$ cat src/rtl/collector_ofifo_drain_if.sv
// Collector FIFO pop port plus the AXI-Stream egress, bundled for the drain block.
// master = drain side (pops the FIFO, drives the stream); slave = FIFO/sink side.
interface collector_ofifo_drain_if #(
    parameter int DATA_WIDTH = 64
);
    logic                  ofifo_rdy;
    logic                  ofifo_ren;
    logic [DATA_WIDTH-1:0] ofifo_rdata;
    logic [DATA_WIDTH-1:0] m_tdata;
    logic                  m_tvalid;
    logic                  m_tready;
    logic                  m_tlast;

    modport master (
        input  ofifo_rdy,
        input  ofifo_rdata,
        input  m_tready,
        output ofifo_ren,
        output m_tdata,
        output m_tvalid,
        output m_tlast
    );

    modport slave (
        output ofifo_rdy,
        output ofifo_rdata,
        output m_tready,
        input  ofifo_ren,
        input  m_tdata,
        input  m_tvalid,
        input  m_tlast
    );
endinterface

$ cat src/rtl/collector_ofifo_drain.sv
// Drains the collector output FIFO into an AXI-Stream master, tlast every FRAME_LEN beats.
// Latency ren->tvalid 2 clk; 2-entry skid buffer absorbs the in-flight read under backpressure.
module collector_ofifo_drain #(
    parameter int DATA_WIDTH = 64,
    parameter int FRAME_LEN  = 16,
    parameter int CNT_W      = 16
) (
    input  logic                    clk,
    input  logic                    reset,
    input  logic                    enable,
    collector_ofifo_drain_if.master io,
    output logic [CNT_W-1:0]        frame_count,
    output logic                    busy
);

    localparam int IDX_W = (FRAME_LEN > 1) ? $clog2(FRAME_LEN) : 1;
    localparam logic [IDX_W-1:0] LAST_IDX = IDX_W'(FRAME_LEN - 1);

    typedef logic [DATA_WIDTH-1:0] word_t;

    logic [1:0]            occ_q, occ_d;
    logic                  inflight_q, inflight_d;
    logic [1:0][DATA_WIDTH-1:0] buf_q, buf_d;
    logic [IDX_W-1:0]      beat_idx_q, beat_idx_d;
    logic [CNT_W-1:0]      frame_cnt_q, frame_cnt_d;

    logic                  tvalid;
    logic                  tlast;
    logic                  pop;
    logic                  push;
    logic                  ren;
    logic [2:0]            pending;
    logic [1:0]            occ_after_pop;

    always_comb begin
        tvalid  = (occ_q != 2'd0);
        tlast   = tvalid & (beat_idx_q == LAST_IDX);
        pop     = tvalid & io.m_tready;
        push    = inflight_q;
        // Words already owed to the buffer; a new read is only issued if it will have a slot.
        pending = {1'b0, occ_q} + {2'b00, inflight_q};
        ren     = reset & enable & io.ofifo_rdy & (pending <= (3'd1 + {2'b00, pop}));
    end

    always_comb begin
        buf_d         = buf_q;
        occ_after_pop = occ_q - {1'b0, pop};
        if (pop) begin
            buf_d[0] = buf_q[1];
        end
        if (push) begin
            buf_d[occ_after_pop[0]] = io.ofifo_rdata;
        end
        occ_d      = occ_after_pop + {1'b0, push};
        inflight_d = ren;
    end

    always_comb begin
        beat_idx_d  = beat_idx_q;
        frame_cnt_d = frame_cnt_q;
        if (pop) begin
            if (tlast) begin
                beat_idx_d  = '0;
                frame_cnt_d = frame_cnt_q + 1'b1;
            end else begin
                beat_idx_d  = beat_idx_q + 1'b1;
            end
        end
    end

    always_ff @(posedge clk or negedge reset) begin
        if (!reset) begin
            occ_q       <= '0;
            inflight_q  <= 1'b0;
            buf_q       <= '0;
            beat_idx_q  <= '0;
            frame_cnt_q <= '0;
        end else begin
            occ_q       <= occ_d;
            inflight_q  <= inflight_d;
            buf_q       <= buf_d;
            beat_idx_q  <= beat_idx_d;
            frame_cnt_q <= frame_cnt_d;
        end
    end

    assign io.ofifo_ren = ren;
    assign io.m_tdata   = word_t'(buf_q[0]);
    assign io.m_tvalid  = tvalid;
    assign io.m_tlast   = tlast;
    assign frame_count  = frame_cnt_q;
    assign busy         = tvalid | inflight_q;

    // The ren gating means a returning word always finds at most one entry occupied.
    a_no_overflow: assert property (@(posedge clk) disable iff (!reset)
        !(inflight_q && (occ_q == 2'd2)));

endmodule

$ cat src/flat_wrapper.sv
// flat-port wrapper written by rule: the top's interface ports become plain ports
module collector_ofifo_drain_flat 
#(
    parameter int DATA_WIDTH = 64,
    parameter int FRAME_LEN  = 16,
    parameter int CNT_W      = 16
)
  (clk, reset, enable, frame_count, busy, io_ofifo_rdy, io_ofifo_rdata, io_m_tready, io_ofifo_ren, io_m_tdata, io_m_tvalid, io_m_tlast);
  collector_ofifo_drain_if #(.DATA_WIDTH(DATA_WIDTH)) io_i ();
  input  logic clk;
  input  logic reset;
  input  logic enable;
  output logic [CNT_W-1:0] frame_count;
  output logic busy;
  input wire logic [$bits(io_i.ofifo_rdy)-1:0] io_ofifo_rdy;
  input wire logic [$bits(io_i.ofifo_rdata)-1:0] io_ofifo_rdata;
  input wire logic [$bits(io_i.m_tready)-1:0] io_m_tready;
  output wire logic [$bits(io_i.ofifo_ren)-1:0] io_ofifo_ren;
  output wire logic [$bits(io_i.m_tdata)-1:0] io_m_tdata;
  output wire logic [$bits(io_i.m_tvalid)-1:0] io_m_tvalid;
  output wire logic [$bits(io_i.m_tlast)-1:0] io_m_tlast;
  assign io_i.ofifo_rdy = io_ofifo_rdy;
  assign io_i.ofifo_rdata = io_ofifo_rdata;
  assign io_i.m_tready = io_m_tready;
  assign io_ofifo_ren = io_i.ofifo_ren;
  assign io_m_tdata = io_i.m_tdata;
  assign io_m_tvalid = io_i.m_tvalid;
  assign io_m_tlast = io_i.m_tlast;
  collector_ofifo_drain #(.DATA_WIDTH(DATA_WIDTH), .FRAME_LEN(FRAME_LEN), .CNT_W(CNT_W)) u_core (.clk(clk), .reset(reset), .enable(enable), .io(io_i), .frame_count(frame_count), .busy(busy));
endmodule
$ cat config.mk
export PLATFORM = sky130hd
export DESIGN_NAME = collector_ofifo_drain_flat
export DESIGN_NICKNAME = d
export VERILOG_FILES = /design/src/rtl/collector_ofifo_drain_if.sv /design/src/rtl/collector_ofifo_drain.sv /design/src/flat_wrapper.sv
export SDC_FILE = /design/constraint.sdc
export NUM_CORES = 1
export LEC_CHECK = 0
export CAP_MARGIN = 25
export CORE_AREA = 10 10 112 114
export DETAILED_ROUTE_END_ITERATION = 8
export DIE_AREA = 0 0 122 124
export DONT_BUFFER_PORTS = 1
export GPL_TIMING_DRIVEN = 0
export PLACE_DENSITY = 0.87
export SLEW_MARGIN = 20
export SYNTH_ARGS = -nofsm -noshare
export SYNTH_HDL_FRONTEND = slang
export SYNTH_SLANG_ARGS = --single-unit
export TNS_END_PERCENT = 20
$ cat constraint.sdc
create_clock -name clk -period 6.2 [get_ports clk]
set_clock_uncertainty 0.1 [all_clocks]
set_input_delay 1.24 -clock clk [delete_from_list [all_inputs] [get_ports clk]]
set_output_delay 1.24 -clock clk [all_outputs]
set_load 0.05 [all_outputs]
* After elaboration in Yosys (flattened, before gate mapping)
Index checks and enable logic that the tools add are counted.
** Operators by class
- Bitwise logic cells :: 6
- $lt $le $gt $ge :: 3
- Reduce and logical (&&, ||, !) cells :: 3
- Mux-type cells :: 6
- Add/subtract/negate cells :: 6
- Eq/ne operators :: 1
** Operator list (count)
- $mux 64 :: 3
- $bwmux 128 :: 1
- $demux 64 s1 :: 1
- $add 16x1->16 const B :: 1
- $and 1x1->1 :: 5
- $add 4x1->4 const B :: 1
- $eq 4x4->1 const B :: 1
- $mux 4 :: 1
- $add 2x1->3 :: 1
- $le 3x3->1 :: 1
- $add 1x1->2 const A :: 1
- $add 2x1->2 :: 1
- $lt 1x2->1 const B :: 1
- $reduce_and 2->1 :: 1
- $reduce_bool 2->1 :: 1
- $sub 2x1->2 :: 1
- $ge 1x1->1 const B :: 1
- $logic_and 1x1->1 :: 1
- $or 1x1->1 :: 1
** Storage, ports and cells
- Output and inout port bits :: 84
- Input bits :: 69
- Word-level logic and storage cells :: 31
- Flip-flop bits (word level) :: 151

* Depth between registers and ports, before layout
- Word-level depth :: 9
- Depth in mapped cells :: 8
- Mapped depth without buffers :: 6

* Worst setup path before layout
Ideal clock, no wire load.
- Path type :: in2out
- From :: input io_m_tready
- To :: output io_ofifo_ren
- Required time :: 4.860 ns
- Path slack :: 1.624 ns
- Buffers on the path :: 2
- Cell stages on the path :: 8
- Arrival :: 3.236 ns
- Path through :: o21ai_1 > buf_2 > buf_4 > inv_1 > fa_1 > nor2_1 > nand2_1 > a21oi_1
** On the way
- Cells in the longest elaborated chain, start to end :: 4
** Ends and longest elaborated chain
- start, declared :: line flat_wrapper.sv:17 : input wire logic [$bits(io_i.m_tready)-1:0] io_m_tready;
- $and 1x1->1 :: line collector_ofifo_drain.sv:38 : pop = tvalid & io.m_tready;
- via u_core.pop :: line collector_ofifo_drain.sv:29 : logic pop;
- $add 1x1->2 :: line collector_ofifo_drain.sv:42 : ren = reset & enable & io.ofifo_rdy & (pending <= (3'd1 + {2'b00, pop}));
- $le 3x3->1 :: line collector_ofifo_drain.sv:42
- $and 1x1->1 :: line collector_ofifo_drain.sv:42
- end, declared :: line flat_wrapper.sv:18 : output wire logic [$bits(io_i.ofifo_ren)-1:0] io_ofifo_ren;
The timed path passes the listed nets, and every way through them passes these cells.

* Worst setup path in the final report
Same ends and word-level chain as after synthesis.

==> flow_summary.ini <==
[yosys]
synth.area.top_cells = dfrtp_1, mux2_2, mux2i_1
synth_top_area_cell = dfrtp_1
synth_warnings = 0
synth_top_area_share_pct = 54.8
synth_seq_area_share_pct = 54.8
syn_avg_cell_area_um2 = 11.8
synthCells = 585
synthDistinctLibCells = 30
synth-seq-cells = 151
syn-num-nets = 661
synthesis.area_um2 = 6900

[sta]
finalCritPeriodShare_pct = 71.4
slew_violations = 0
min_period_ns = 4.43
whs_ns = 0.317
finalHoldViolCount = 0
rsz0062_at_grt = false
fmax_ghz = 0.226
worst_pin_slew_ns = 0.896
layout_setup_ws_ns = 1.77
relSlewSlack_pct = 40.1
setup_viol = 0
fin_setup_tns_ns = 0

[clock_network]
cts.sinks = 151
cts.htree.levels = 4
cts_max_path_buffers = 2
cts.clk_slew.worst_paths_ns = 0.06
cts_resized = 0
worstSkewPairLatency_ns = 0.51
cts_buffers = 17
root_buffer = clkbuf_8
cts_tree = done
cts_setup_buffers = 0
hold_buffers = 0

[detailed_routing]
via_count = 4356
routed_wirelength_um = 15000
via_per_inst = 5.78
firstDrtPassIters = 4
wire_per_inst_um = 19.9
drtIter0Drc = 324
drtAntennaViolNets = 0
drc = 0

[critical_path]
crit_arrival_ns = 3.09
crit_required_ns = 4.86
setup.worst_path.start = io_m_tready
path_class = in -> out
r2r_cells = 8
endpoint_kind = output pin
rrSetupSlack_ns = 3.70
crit_fanout = 10
reg2reg_to = u_core.inflight_q$_DFF_PN0_
startpoint_type = input port
timing.rr.start = u_core.occ_q[1]$_DFF_PN0_

[place]
pre_cts_ws_ns = 1.77
placed_area_um2 = 7080
portBuffers = 0
hpwl_um = 10600
gp_congestion = 0.788

[die]
die_h_um = 124
row_count = 37
dieArea_um2 = 15100
io_pins = 153
die_x_um = 122
core_um2 = 10200
initial_core_util_pct = 67.4

[power]
vdd_ir_drop_max_v = 0.000311
power_density_nw_per_um2 = 540
leakagePower_nw = 4.00

[layout]
nets = 682
drive_above_1_share_pct = 29.1
utilization_pct = 74.8
final_cell_mix = dfrtp_1, nand2_1, o21ai_0, buf_4, mux2_2
area_growth_syn_to_layout_pct = 11.0
fillers = 679
fin_area_um2 = 7660
layout_commonest_cell = dfrtp_1
antenna_cells = 0

[job]
maxCapViolations = 0

[outcome]
status = finished clean

[global_routing]
overflow = 0
grt_start_max_net_pins = 153
track_usage_pct = 19.7
grt_pass1_wl_um = 23500
grt_pass1_vias = 4437
antenna_found_initial = 0

[worst_hold_path]
hp-class = in -> async
## critical path, stage by stage
cell	delay, ns
o21ai_1	0.05
buf_2	0.26
buf_4	0.27
inv_1	0.16
fa_1	0.52
nor2_1	0.11
nand2_1	0.06
a21oi_1	0.17
buf_4	0.23
## flip-flops by register name, summed over array words and instances, names as in the netlist
register and count:
u_core.buf_q 64, u_core.io.m_tdata 64, u_core.frame_count 16, u_core.beat_idx_q 4
u_core.occ_q 2, u_core.inflight_q 1
## cells by family after synthesis
group	count (synthesis)	share of synthesized area, %
compound gates	75	5.59
xor+xnor	17	2.16
fa+ha+maj	7	1.38
buf+inv	99	9.31
flops	151	54.8
mux	129	19.9
simple gates	107	6.86
## through the flow
stage	instances	total power (W)
after global routing	754	0.00433
after CTS	754	0.00417
after global placement	721	0.00308
final	754	0.00413
after floorplan	585	0.00294
after detailed placement	723	0.00317
## cells in the mapped netlist
library cell / count
nand4_1: 7
a21oi_1: 2
nor4_2: 1
nand2b_1: 1
xnor2_1: 10
nor2_1: 7
mux2i_1: 64
inv_1: 6
ha_1: 6
buf_6: 1
o21ai_1: 3
buf_4: 65
o21ai_0: 67
o31ai_1: 1
fa_1: 1
buf_2: 15
or3_1: 1
o211a_1: 1
nand2_1: 79
nor2b_1: 1
nor4_4: 1
mux2_2: 65
nand3_1: 4
dfrtp_1: 151
xor2_1: 7
o211ai_1: 1
clkbuf_1: 11
buf_1: 1
and3_1: 4
and4_1: 1
## area by class of cell
| cell class | instances | area (um^2) | share of cell area, % |
|---|---|---|---|
| plain buffers | 93 | 619 | 8.09 |
| clock buffers | 20 | 455 | 5.95 |
| clock inverters | 11 | 124 | 1.62 |
| inverters | 6 | 22.5 | 0.294 |
| multi-input cells | 335 | 2470 | 32.3 |
| flip-flops and latches | 151 | 3780 | 49.4 |
| well taps | 136 | 170 | 2.22 |
| repair buffers | 2 | 11.3 | 0.147 |
## how the worst max path moves through the flow
| stage | to | slack [ns] | cells past startpoint |
|---|---|---|---|
| after floorplan | io_ofifo_ren | 1.62 | 8 |
| after global placement | io_ofifo_ren | 1.32 | 8 |
| after detailed placement | io_ofifo_ren | 1.77 | 9 |
| after CTS | io_ofifo_ren | 1.76 | 9 |
| after global routing | io_ofifo_ren | 1.65 | 9 |
| final | io_ofifo_ren | 1.77 | 9 |
## where the power goes
group | switching (W) | internal (W) | total [W] | leakage, nW
Combinational | 0.000991 | 0.000546 | 0.00154 | 1.74
Clock | 0.000384 | 0.000602 | 0.000987 | 0.279
Sequential | 0.000232 | 0.00138 | 0.00161 | 1.98
Total | 0.00161 | 0.00253 | 0.00413 | 4.00
## per-layer routing
| metal | track usage (%) | routed length, um | vias to the layer above |
|---|---|---|---|
| li1 | - | - | 1986 |
| met1 | 21.8 | 5670 | 2218 |
| met2 | 33.9 | 7780 | 139 |
| met3 | 8.69 | 1460 | 13 |
| met4 | 5.66 | 130 | 0 |
| met5 | 0 | 0 | - |
(Power assumes the default switching activity.)
==> patch 1, RTL diff (same flow settings) <==
`FRAME_LEN` is set to 16 in 2 places; all go to 8.
--- a/src/rtl/collector_ofifo_drain.sv
+++ b/src/rtl/collector_ofifo_drain.sv
@@ -2,7 +2,7 @@
 // Latency ren->tvalid 2 clk; 2-entry skid buffer absorbs the in-flight read under backpressure.
 module collector_ofifo_drain #(
     parameter int DATA_WIDTH = 64,
-    parameter int FRAME_LEN  = 16,
+    parameter int FRAME_LEN  = 8,
     parameter int CNT_W      = 16
 ) (
     input  logic                    clk,
--- a/src/flat_wrapper.sv
+++ b/src/flat_wrapper.sv
@@ -2,7 +2,7 @@
 module collector_ofifo_drain_flat 
 #(
     parameter int DATA_WIDTH = 64,
-    parameter int FRAME_LEN  = 16,
+    parameter int FRAME_LEN  = 8,
     parameter int CNT_W      = 16
 )
   (clk, reset, enable, frame_count, busy, io_ofifo_rdy, io_ofifo_rdata, io_m_tready, io_ofifo_ren, io_m_tdata, io_m_tvalid, io_m_tlast);
Check against the original RTL: same outputs for any inputs over 4 cycles, from zero or initial values and one cycle with reset low; that may be too few to reach the edited logic, so the function may still have changed.
==> patch 1 against the original RTL <==
- sequential cell count is 1 lower
- core utilization hardly changed
- via count is 1.4% lower
- die area stayed put
- sequential share of layout area is 0.31 points lower
- total power is 1.3% higher
- count of clock-buffer cells in the layout stayed put
- final area hardly changed
- synthesized area hardly changed
- synthesized cell count is 1.9% lower
- critical path depth is 1 lower
- wire length is 2.5% higher
- setup slack better by 0.29 ns
- largest cell class unchanged
- largest power group unchanged
==> patch 1: results (changes against the original RTL) <==
[yosys]
syn-instance-count=574  ; was 585
yosys-top-cells-area=dfrtp_1, mux2_2, mux2i_1  ; unchanged
ys.flop_type=dfrtp_1  ; unchanged
synth_fp_nets=651  ; was 661
synth_seq_area_share_pct=54.5  ; was 54.8%
synthTopCellsByCount=dfrtp_1, nand2_1, buf_4  ; was dfrtp_1, nand2_1, o21ai_0
ys_types=33  ; was 30

[global_routing]
grt_max_degree=152  ; was 153
groute.layer.met3.usage_pct=9.73  ; was 8.69%
grt_first_pass_wirelength_mm=24.3  ; was 23.5 mm
grt_pass1_vias=4473  ; was 4437
use_met2_pct=34.0  ; was 33.9%
grt_util_met1_pct=23.5  ; was 21.8%
groute.usage.overall_pct=20.6  ; was 19.7%

[cells_and_area]
instances_no_fill=744  ; was 754
seq_area_mm2=0.00375  ; was 0.00378 mm2
diodes=0  ; unchanged
drive_above_1_share_pct=31.3  ; was 29.1%
finalNetCount=672  ; was 682
fill_cells=662  ; was 679

[drt]
vias_per_cell=5.78  ; about the same
drt-met1-wl_mm=5.91  ; was 5.67 mm
wl_met3_mm=1.59  ; was 1.46 mm
dr.first_iter.drc_count=341  ; was 324
wl_per_cell_um=20.7  ; was 19.9 um
drc=0  ; unchanged
dr.pass1.iters=4  ; unchanged
dr_wl_met2_mm=7.76  ; was 7.78 mm
routed.top_layer=met4  ; unchanged

[placement]
dpl.cell_count=712  ; was 723
portBuffers=0  ; unchanged
placed_cell_area_mm2=0.00707  ; was 0.00708 mm2
dp_hpwl_mm=10.7  ; was 10.6 mm
dpl_worst_slack_ns=2.13  ; was 1.77 ns
gp_congestion=0.742  ; was 0.788

[setup_path]
reg2reg_from=u_core.occ_q[0]  ; was u_core.occ_q[1]
cp_slowest_cell=fa_1  ; unchanged
worst-endpoint-arrival_ns=2.79  ; was 3.09 ns
path_delay_family=buffers and inverters  ; unchanged
crit_fanout=10  ; unchanged
crit_start=io_m_tready  ; unchanged

[power]
power.leakage_nw=4.00  ; about the same
irDropWorstVdd_uv=389  ; was 311 uV
switching_power_mw=1.64  ; was 1.61 mW

[clock_tree]
htree_levels=4  ; unchanged
post_cts_resized=0  ; unchanged
cts_buffers=17  ; unchanged
cts_root_buf=clkbuf_8  ; unchanged
cts_buffer_depth=2  ; unchanged
clk_pin_slew_ns=0.06  ; about the same

[sta]
slew_viol_final=0  ; unchanged
max_slew_margin_pct=56.7  ; was 40.1%

[status]
status=finished, final reports clean  ; unchanged

==> patch 1: cell types whose count changed in the layout (fill, tap and decap cells not counted), sizes merged, moves of 5 or more <==
cell / change
buf: +5
clkbuf: -5
nand4: -5
nand2: -7
==> patch 1: cells by family after synthesis <==
group,synth area share (%)
flip-flops,54.5
multiplexers,19.9
AND/OR/NAND/NOR,6.35
buffers and inverters,10.0
AO/OA/AOI/OAI,5.63
XOR/XNOR,2.03
adder cells (fa/ha/maj),1.56
==> patch 1: final timing paths <==
check	to	slack (ns)	depth (start not counted)
hold / removal	u_core.frame_count[14]	0.31	0
hold reg to reg	u_core.beat_idx_q[2]	0.39	2
max in group asynchronous	u_core.io.m_tdata[40]	5.44	0
setup / recovery	io_ofifo_ren	2.07	8
setup reg to reg	u_core.inflight_q	3.97	7
min in group clk	u_core.beat_idx_q[2]	0.39	2
==> patch 1: worst reg2reg max path, stage by stage, from the launching register on <==
cell	delay, ns
dfrtp_1	0.48
o21ai_1	0.19
buf_4	0.24
inv_1	0.12
fa_1	0.53
o31ai_1	0.24
a21oi_1	0.11
buf_1	0.11
==> patch 1: final cells by class <==
class | count | area share, %
buffer | 93 | 8.80
inverter | 5 | 0.245
clock buffer | 20 | 5.56
sequential | 150 | 49.0
timing repair buffer | 2 | 0.147
clock inverter | 12 | 2.03
multi-input combinational | 326 | 32.0
tap | 136 | 2.22
==> patch 1: power by group through the flow <==
| stage | clock network, mW | registers (mW) | logic (mW) |
|---|---|---|---|
| finish | 1.01 | 1.60 | 1.57 |
| global placement | 0 | 1.58 | 1.53 |
| global route | 1.06 | 1.65 | 1.67 |
| CTS | 1.02 | 1.60 | 1.59 |
| detailed placement | 0 | 1.61 | 1.58 |
| floorplan | 0 | 1.54 | 1.42 |
==> patch 2, RTL diff (config.mk and constraints unchanged) <==
Made on the original files. Take the reset off `buf_q` and load it in a clocked block of its own.
--- a/src/rtl/collector_ofifo_drain.sv
+++ b/src/rtl/collector_ofifo_drain.sv
@@ -72,16 +72,18 @@
         if (!reset) begin
             occ_q       <= '0;
             inflight_q  <= 1'b0;
-            buf_q       <= '0;
             beat_idx_q  <= '0;
             frame_cnt_q <= '0;
         end else begin
             occ_q       <= occ_d;
             inflight_q  <= inflight_d;
-            buf_q       <= buf_d;
             beat_idx_q  <= beat_idx_d;
             frame_cnt_q <= frame_cnt_d;
         end
+    end
+
+    always_ff @(posedge clk) begin
+        buf_q <= buf_d;
     end
 
     assign io.ofifo_ren = ren;
Behaviour: differs if reset is asserted again (counterexample within 4 cycles, from zero or initial values and one cycle with reset low); with reset held inactive, the same outputs for 4 cycles.
==> patch 2 against the original RTL <==
- setup slack improved by 0.36 ns
- cell count decreased by 8.8%
- final area decreased by 8.8%
- total power decreased by 4.1%
- first-iteration DRC count decreased by 17%
- hold slack got worse by 0.0011 ns
- wire length decreased by 13%
- sequential cell count unchanged
- synthesized cell count decreased by 12%
- synthesized area decreased by 10%
- critical path depth unchanged
- die area unchanged
- highest routed layer unchanged
==> patch 2: results (changes against the original RTL) <==
[placement]
dpl.cell_count=656  ; was 723
dp_hpwl_mm=9.64  ; was 10.6 mm
gp_congestion=0.763  ; was 0.788

[yosys]
ys_types=35  ; was 30
synth_seq_area_share_pct=61.2  ; was 54.8%
synth_edf_count=64  ; was 0
yosys-top-cells-area=edfxtp_1, dfxtp_1, mux2i_1  ; was dfrtp_1, mux2_2, mux2i_1
async_flop_share_pct=15.2  ; was 100%
synth_fp_nets=593  ; was 661
ys.flop_type=edfxtp_1  ; was dfrtp_1

[drt]
dr.first_iter.drc_count=270  ; was 324
dr_wl_met2_mm=6.86  ; was 7.78 mm
wl_per_cell_um=19.1  ; was 19.9 um
vias_per_cell=5.37  ; was 5.78
drt-met1-wl_mm=4.75  ; was 5.67 mm
wl_met3_mm=1.39  ; was 1.46 mm

[global_routing]
groute.usage.overall_pct=17.2  ; was 19.7%
grt_max_degree=35  ; was 153
grt_pass1_vias=3825  ; was 4437
grt_first_pass_wirelength_mm=20.3  ; was 23.5 mm

[setup_path]
cp_slowest_cell=ha_1  ; was fa_1

[status]
status=finished, final reports clean  ; unchanged

[cells_and_area]
fill_cells=737  ; was 679
finalNetCount=615  ; was 682
drive_above_1_share_pct=20.7  ; was 29.1%

[power]
power.leakage_nw=3.12  ; was 4.00 nW
irDropWorstVdd_uv=308  ; was 311 uV

-- patch 2: cell count changes after synthesis, sizes merged, moves of 3 or more --
cell,delta
dfrtp,-128
dfxtp,+64
edfxtp,+64
mux2,-64
buf,-6
nand3,+6
and3,-3
nor3,+3
-- patch 2: path summary, 6_finish.rpt --
kind	to	start	cells past startpoint	slack, ns
hold reg to reg	u_core.io.m_tdata[41]	u_core.buf_q[105]	2	0.42
setup reg to reg	u_core.inflight_q	u_core.occ_q[1]	9	4.14
max in group asynchronous	u_core.beat_idx_q[0]	reset	0	5.61
hold / removal	u_core.frame_count[9]	reset	0	0.32
min in group clk	u_core.io.m_tdata[41]	u_core.buf_q[105]	2	0.42
setup / recovery	io_ofifo_ren	io_m_tready	9	2.13
-- patch 2: metal layers --
metal	up-vias	global-route usage (%)
li1	1778	-
met1	1768	18.3
met2	135	29.6
met3	11	8.24
met4	0	5.44
met5	-	0
-- patch 2: per-stage QoR --
stage                     hold WS [ns]  setup WS (ns)  cell area [um2]
final                            0.316           2.13             6990
after global routing             0.278           2.03             6990
after CTS                        0.290           2.12             6990
after detailed placement         0.415           2.15             6390
after global placement           0.386           1.69             6350
after floorplan                  0.365           1.88             6180
-- patch 2: worst max-delay path: cells and delay by family --
family / cells / cell delay [ns]
buf+inv: 5 / 0.81
compound gates: 2 / 0.33
fa+ha+maj: 1 / 0.29
simple gates: 1 / 0.05
-- patch 2: cells by family (layout without fill, tap and decap cells) --
kind of cell             count (synthesis)  in the layout  synth area share, %
AO/OA/AOI/OAI                           74             74                 6.16
XOR/XNOR                                17             17                 2.41
adder cells (fa/ha/maj)                  7              7                 1.54
buffers and inverters                   93            128                 10.4
flip-flops                             151            151                 61.2
multiplexers                            65             65                 10.6
AND/OR/NAND/NOR                        110            110                 7.80
-- patch 2: layout make-up --
cell class              instances  area [um2]  share of cell area (%)
flip-flops and latches        151        3780                    54.1
multi-input cells             273        1770                    25.3
plain buffers                  86         611                    8.74
clock buffers                  17         414                    5.93
clock inverters                15         181                    2.60
well taps                     136         170                    2.44
repair buffers                  3        31.3                   0.448
inverters                       7        28.8                   0.412
-- patch 2: report_power, final --
| part | switching [mW] | internal (mW) | total, mW |
|---|---|---|---|
| clock | 0.427 | 0.591 | 1.02 |
| combinational | 1.08 | 0.454 | 1.53 |
| sequential | 0.134 | 1.28 | 1.41 |
| total | 1.64 | 2.32 | 3.96 |
